--- src/rtl/scene_ctrl.sv ---
// Frame sequencer for the scene datapath: tracks the per-frame atmospheric-light candidate and drives scene.
// Latency: input accept -> dp_valid 1 cycle; accept -> o_valid/o_sof/o_eof 1+LAT cycles.
// Backpressure: none; scene must take one pixel per cycle. Pixels outside a frame are dropped and flagged.
//
// Ports:
//   i_clk, i_rst                  clock, synchronous active-high reset
//   i_valid/i_sof/i_eof           pixel strobe and frame markers (markers qualified by i_valid)
//   i_r/i_g/i_b, i_on_by_t        pixel and its 1/t value
//   er/eg/eb, on_by_t, dp_valid   registered pixel drive to scene
//   Arlocal/Aglocal/Ablocal       atmospheric light committed by the previous frame
//   o_valid/o_sof/o_eof           markers delayed to line up with scene outputs
//   a_valid, frame_cnt            commit status
//   err_orphan, err_sof           sticky protocol error flags
module scene_ctrl #(
    parameter int             DW        = 8,
    parameter int             LAT       = 3,
    parameter logic [DW-1:0]  A_DEFAULT = '1
) (
    input  logic          i_clk,
    input  logic          i_rst,
    input  logic          i_valid,
    input  logic          i_sof,
    input  logic          i_eof,
    input  logic [DW-1:0] i_r,
    input  logic [DW-1:0] i_g,
    input  logic [DW-1:0] i_b,
    input  logic [DW-1:0] i_on_by_t,
    output logic [DW-1:0] er,
    output logic [DW-1:0] eg,
    output logic [DW-1:0] eb,
    output logic [DW-1:0] on_by_t,
    output logic [DW-1:0] Arlocal,
    output logic [DW-1:0] Aglocal,
    output logic [DW-1:0] Ablocal,
    output logic          dp_valid,
    output logic          o_valid,
    output logic          o_sof,
    output logic          o_eof,
    output logic          a_valid,
    output logic [15:0]   frame_cnt,
    output logic          err_orphan,
    output logic          err_sof
);

    typedef enum logic {S_IDLE = 1'b0, S_ACTIVE = 1'b1} state_t;

    state_t        state, state_nxt;
    logic          accept, commit, orphan, restart, cand_load;
    logic [DW-1:0] dark, best_dark;
    logic [DW-1:0] cand_r, cand_g, cand_b;
    logic [DW-1:0] nx_r, nx_g, nx_b;
    logic [DW-1:0] a_app_r, a_app_g, a_app_b;
    logic          dp_sof, dp_eof;
    logic [2:0]    mk_pipe [LAT];

    // ---------------- FSM: state register ----------------
    always_ff @(posedge i_clk) begin
        if (i_rst) state <= S_IDLE;
        else       state <= state_nxt;
    end

    // ---------------- FSM: next state ----------------
    always_comb begin
        state_nxt = state;
        if (accept) state_nxt = i_eof ? S_IDLE : S_ACTIVE;
    end

    // ---------------- FSM: outputs ----------------
    always_comb begin
        accept  = i_valid & ((state == S_ACTIVE) | i_sof);
        orphan  = i_valid & (state == S_IDLE) & ~i_sof;
        restart = i_valid & (state == S_ACTIVE) & i_sof;
        commit  = accept & i_eof;
    end

    // Dark channel of the incoming pixel
    always_comb begin
        dark = i_r;
        if (i_g < dark) dark = i_g;
        if (i_b < dark) dark = i_b;
    end

    // A sof pixel always seeds the candidate; otherwise strict '>' keeps the first of equal darks.
    // nx_* is the candidate including this pixel, so an eof pixel can win its own commit.
    always_comb begin
        cand_load = accept & (i_sof | (dark > best_dark));
        nx_r = cand_load ? i_r : cand_r;
        nx_g = cand_load ? i_g : cand_g;
        nx_b = cand_load ? i_b : cand_b;
    end

    always_ff @(posedge i_clk) begin
        if (i_rst) begin
            best_dark  <= '0;
            cand_r     <= '0;
            cand_g     <= '0;
            cand_b     <= '0;
            a_app_r    <= A_DEFAULT;
            a_app_g    <= A_DEFAULT;
            a_app_b    <= A_DEFAULT;
            a_valid    <= 1'b0;
            frame_cnt  <= '0;
            err_orphan <= 1'b0;
            err_sof    <= 1'b0;
            dp_valid   <= 1'b0;
            dp_sof     <= 1'b0;
            dp_eof     <= 1'b0;
            er         <= '0;
            eg         <= '0;
            eb         <= '0;
            on_by_t    <= '0;
            Arlocal    <= A_DEFAULT;
            Aglocal    <= A_DEFAULT;
            Ablocal    <= A_DEFAULT;
        end else begin
            if (cand_load) begin
                best_dark <= dark;
                cand_r    <= i_r;
                cand_g    <= i_g;
                cand_b    <= i_b;
            end
            if (commit) begin
                a_app_r   <= nx_r;
                a_app_g   <= nx_g;
                a_app_b   <= nx_b;
                a_valid   <= 1'b1;
                frame_cnt <= frame_cnt + 16'd1;
            end
            if (orphan)  err_orphan <= 1'b1;
            if (restart) err_sof    <= 1'b1;

            dp_valid <= accept;
            dp_sof   <= accept & i_sof;
            dp_eof   <= accept & i_eof;
            // Data holds when idle; A is the pre-edge value so the eof pixel still sees the old light.
            if (accept) begin
                er      <= i_r;
                eg      <= i_g;
                eb      <= i_b;
                on_by_t <= i_on_by_t;
                Arlocal <= a_app_r;
                Aglocal <= a_app_g;
                Ablocal <= a_app_b;
            end
        end
    end

    // Marker delay line matching the scene datapath latency
    always_ff @(posedge i_clk) begin
        if (i_rst) begin
            for (int i = 0; i < LAT; i++) mk_pipe[i] <= '0;
        end else begin
            mk_pipe[0] <= {dp_valid, dp_sof, dp_eof};
            for (int i = 1; i < LAT; i++) mk_pipe[i] <= mk_pipe[i-1];
        end
    end

    assign {o_valid, o_sof, o_eof} = mk_pipe[LAT-1];

endmodule

--- config.mk ---
export PLATFORM = sky130hd
export DESIGN_NAME = scene_ctrl
export DESIGN_NICKNAME = d
export VERILOG_FILES = /design/src/rtl/scene_ctrl.sv
export SDC_FILE = /design/constraint.sdc
export NUM_CORES = 1
export LEC_CHECK = 0
export BUFFER_PORTS_ARGS = -buffer_cell sky130_fd_sc_hd__buf_2
export CORE_MARGIN = 3
export CORE_UTILIZATION = 49
export DETAILED_ROUTE_END_ITERATION = 7
export PLACE_DENSITY = 0.75
export SLEW_MARGIN = 40
export SYNTH_ARGS = -nofsm -noshare
export SYNTH_HDL_FRONTEND = slang
export SYNTH_SLANG_ARGS = --single-unit
--- constraint.sdc ---
create_clock -name i_clk -period 5.8 [get_ports i_clk]
set_clock_uncertainty 0.15 [all_clocks]
set_input_delay 0.87 -clock i_clk [delete_from_list [all_inputs] [get_ports i_clk]]
set_output_delay 0.87 -clock i_clk [all_outputs]
set_load 0.02 [all_outputs]
==> results.json <==
{
  "outcome": "complete, no violations",
  "cp_data_required_time_ns": 5.93,
  "yosysUniqueCellTypes": 43,
  "drtAntennaViolNets": 0,
  "cp_slowest_stage_delay_ns": 0.51,
  "p_int_mw": 1.95,
  "min_period_over_period_pct": 95.6,
  "combinationalPowerShare_pct": 15.7,
  "synth-edff-count": 0,
  "clock_latency_ns": 0.42,
  "finalSetupViolCount": 0,
  "antenna_found_initial": 0,
  "path_cells": "buf_2 -> inv_1 -> ha_1 -> a2111o_1 -> a211o_4 -> buf_4 -> mux2i_2 -> ha_1 -> o21ai_0 -> nor2_1 -> nor4_2 -> a31o_2 -> or2_4 -> o21ai_1 -> ha_1 -> nand3_1 -> or4_1 -> nand2_1 -> a21o_1 -> buf_12 -> mux2i_2 -> a21oi_1",
  "cts_buffers": 17,
  "die_w_microns": 114,
  "routedWlPerCell_microns": 16.1,
  "grt_use_total_pct": 23.9,
  "place_inst": 911,
  "dp_hpwl_mm": 10.5,
  "finish.utilization_pct": 65.4,
  "grt_pass1_wl_mm": 24.8,
  "arrival_ns": 5.68,
  "wirelength_mm": 15.2,
  "critPathCaptureType": "register",
  "ys_seq_area_share_pct": 50.2,
  "core_sq_um": 11100,
  "clock_sinks": 144,
  "hold_viol": 0,
  "die_h_microns": 114,
  "hp-class": "reg2reg",
  "synthFlopType": "dfxtp_1",
  "ff2ff_path_depth": 7,
  "cp_slowest_cell": "or4_1",
  "max_freq_mhz": 180,
  "clkSlewWorstSetupHoldPaths_ns": 0.06,
  "port_buffers": 115,
  "netlist_area_sq_um": 5740,
  "syn_inst": 666,
  "p_sw_mw": 0.697,
  "setup_ws_ns": 0.255,
  "cts_tree": "done",
  "dr_total_vias": 5122,
  "worst_slew_pin_slew_ns": 0.724,
  "timing.hold.ws_ns": 0.291,
  "start_util_pct": 51.6,
  "syn-num-nets": 726,
  "worstSetupPathType": "in2reg",
  "pre_cts_slack_ns": -0.224,
  "stdcell_count": 943,
  "cts_root_buf": "clkbuf_16",
  "layout-drive-gt1-share_pct": 24.7,
  "power.total_mw": 2.65,
  "via_per_inst": 5.43,
  "clk_path_buf_depth": 2,
  "seqPwrFrac_pct": 40.9,
  "overflow": 0,
  "ir_worst_vdd_v": 0.000196,
  "diodes": 0,
  "drc": 0,
  "drv_slew": 0,
  "maxSlewHeadroom_pct": 51.8,
  "power_leakage_nw": 3.28,
  "synthToLayoutAreaGrowth_pct": 26.7,
  "ios": 116,
  "cap_violations": 0,
  "rsz0062_at_grt": "true",
  "syn_area_per_cell_sq_um": 8.62,
  "postCtsHoldBufs": 0,
  "crit_path_frequent_cell": "ha_1",
  "async_reset_ff_share_pct": 0,
  "post-route-min-period_ns": 5.55,
  "path_delay_family": "compound AO/OA/AOI/OAI gates",
  "fin_nets": 850,
  "min_path_cells": 1,
  "drt_first_iter_violations": 229,
  "first_pass_iters": 5,
  "pwr-share-clk_pct": 43.5,
  "ys_seq_elements": 144,
  "crit_buf_inv": 4,
  "switching_share_pct": 26.3,
  "grt_max_degree": 95,
  "htreeDepth": 4,
  "grt_pass1_vias": 5018,
  "start_kind": "input port",
  "globalplace.congestion": 0.861,
  "die_area_sq_um": 13100,
  "row_count": 38,
  "cp.depth": 22,
  "yosysWarnings": 0,
  "worst-path-max-fanout": 18,
  "p_per_area_nw_per_um2": 364
}
-- power groups by stage --
stage / Clock [mW] / Sequential, mW / Combinational (mW)
2_1_floorplan: 0 / 1.13 / 0.225
3_3_place_gp: 0 / 1.10 / 0.393
3_5_place_dp: 0 / 1.10 / 0.403
4_1_cts: 1.16 / 1.08 / 0.406
5_1_grt: 1.21 / 1.09 / 0.460
6_report: 1.15 / 1.08 / 0.415
-- stage by stage --
step	setup TNS [ns]	cell area (sq um)
2_1_floorplan	0	5740
3_3_place_gp	-0.174	6590
3_5_place_dp	-7.92	6600
4_1_cts	0	7230
5_1_grt	-0.0335	7280
6_report	0	7280
-- layer usage --
| layer | up-vias | part of all wire [%] | global-route usage, % |
|---|---|---|---|
| li1 | 2501 | - | - |
| met1 | 2435 | 44 | 30.1 |
| met2 | 160 | 48 | 39.5 |
| met3 | 26 | 6.3 | 5.34 |
| met4 | 0 | 1.9 | 10.4 |
| met5 | - | 0 | 0 |
-- final timing paths --
kind                            slack, ns                         to               start
worst max register to register       3.11  best_dark[1]$_SDFFE_PP0P_  state$_SDFFE_PP0P_
worst min register to register       0.29   mk_pipe[0][1]$_SDFF_PP0_   dp_sof$_SDFF_PP0_
worst min-delay path                 0.29   mk_pipe[0][1]$_SDFF_PP0_   dp_sof$_SDFF_PP0_
worst max-delay path                 0.25    a_app_r[1]$_SDFFE_PP1P_              i_r[1]
-- layout make-up --
class / instances / area (sq um)
fillers: 921 / 3850
flip-flops and latches: 144 / 2880
multi-input cells: 459 / 2660
repair buffers: 147 / 852
clock buffers: 18 / 439
clock inverters: 14 / 189
well taps: 140 / 175
inverters: 21 / 78.8
-- worst register-to-register path, cell delays in order, from the launching register on --
cell,delay (ns)
dfxtp_1,0.44
o21a_2,0.57
buf_4,0.44
nand2_1,0.13
a21o_1,0.24
buf_12,0.19
or3_1,0.31
o211ai_1,0.16
-- logic make-up (layout without fill, tap and decap cells) --
kind of cell	count (synthesis)	count (layout)	share of synthesized area, %
adders and majority gates	23	23	5.01
xor gates and xnor gates	11	11	1.68
AOI/OAI and AO/OA	121	121	12.5
DFF	144	144	50.2
buffers and inverters	63	200	4.58
and+or+nand+nor	272	272	20.4
muxes	32	32	5.60
-- layout by cell type, fill, tap and decap left out, types with 3 or more instances in the layout --
cell,n
dfxtp_1,144
nand2_1,125
buf_2,115
nor2_1,68
a21oi_1,65
nand3_1,37
buf_4,28
mux2i_1,24
ha_1,23
inv_1,20
clkbuf_16,17
o21ai_1,14
or3_1,11
nor2b_1,11
o21ai_0,8
mux2i_2,7
o2111ai_1,7
a211oi_1,6
xor2_1,6
nand4_1,5
xnor2_1,5
nor3_1,4
o211ai_1,4
bufinv_16,4
clkinv_2,4
o211ai_2,3
clkinvlp_4,3
-- synthesized netlist by cell type (3+ instances only) --
library cell | count | area [sq um]
a211oi_1 | 6 | 45.0
mux2i_1 | 31 | 310
xor2_1 | 6 | 52.6
a21oi_1 | 65 | 325
or3_1 | 11 | 68.8
xnor2_1 | 5 | 43.8
nand3_1 | 37 | 185
dfxtp_1 | 144 | 2880
o211ai_2 | 3 | 37.5
inv_1 | 20 | 75.1
nor3_1 | 4 | 20.0
buf_6 | 3 | 33.8
o211ai_1 | 4 | 30.0
o21ai_0 | 9 | 45.0
buf_1 | 3 | 11.3
o2111ai_1 | 7 | 61.3
buf_2 | 3 | 15.0
ha_1 | 23 | 288
clkbuf_1 | 33 | 124
nand2_1 | 126 | 473
nand4_1 | 5 | 31.3
nor2_1 | 69 | 259
nor2b_1 | 11 | 68.8
o21ai_1 | 14 | 70.1
-- flip-flops by register name, indices dropped and copies added (netlist names), 8 cells and up --
signal and cells:
Ablocal 8, Aglocal 8, Arlocal 8, a_app_b 8, a_app_g 8, a_app_r 8
best_dark 8, cand_b 8, cand_g 8, cand_r 8, eb 8, eg 8
er 8, frame_cnt 16, mk_pipe 9, on_by_t 8
-- timing repair --
action,in CTS,in global routing
setup endpoints to repair,0,50
buffers inserted,0,0
gates resized for setup,0,11
Power figures use the tool's default switching activity.
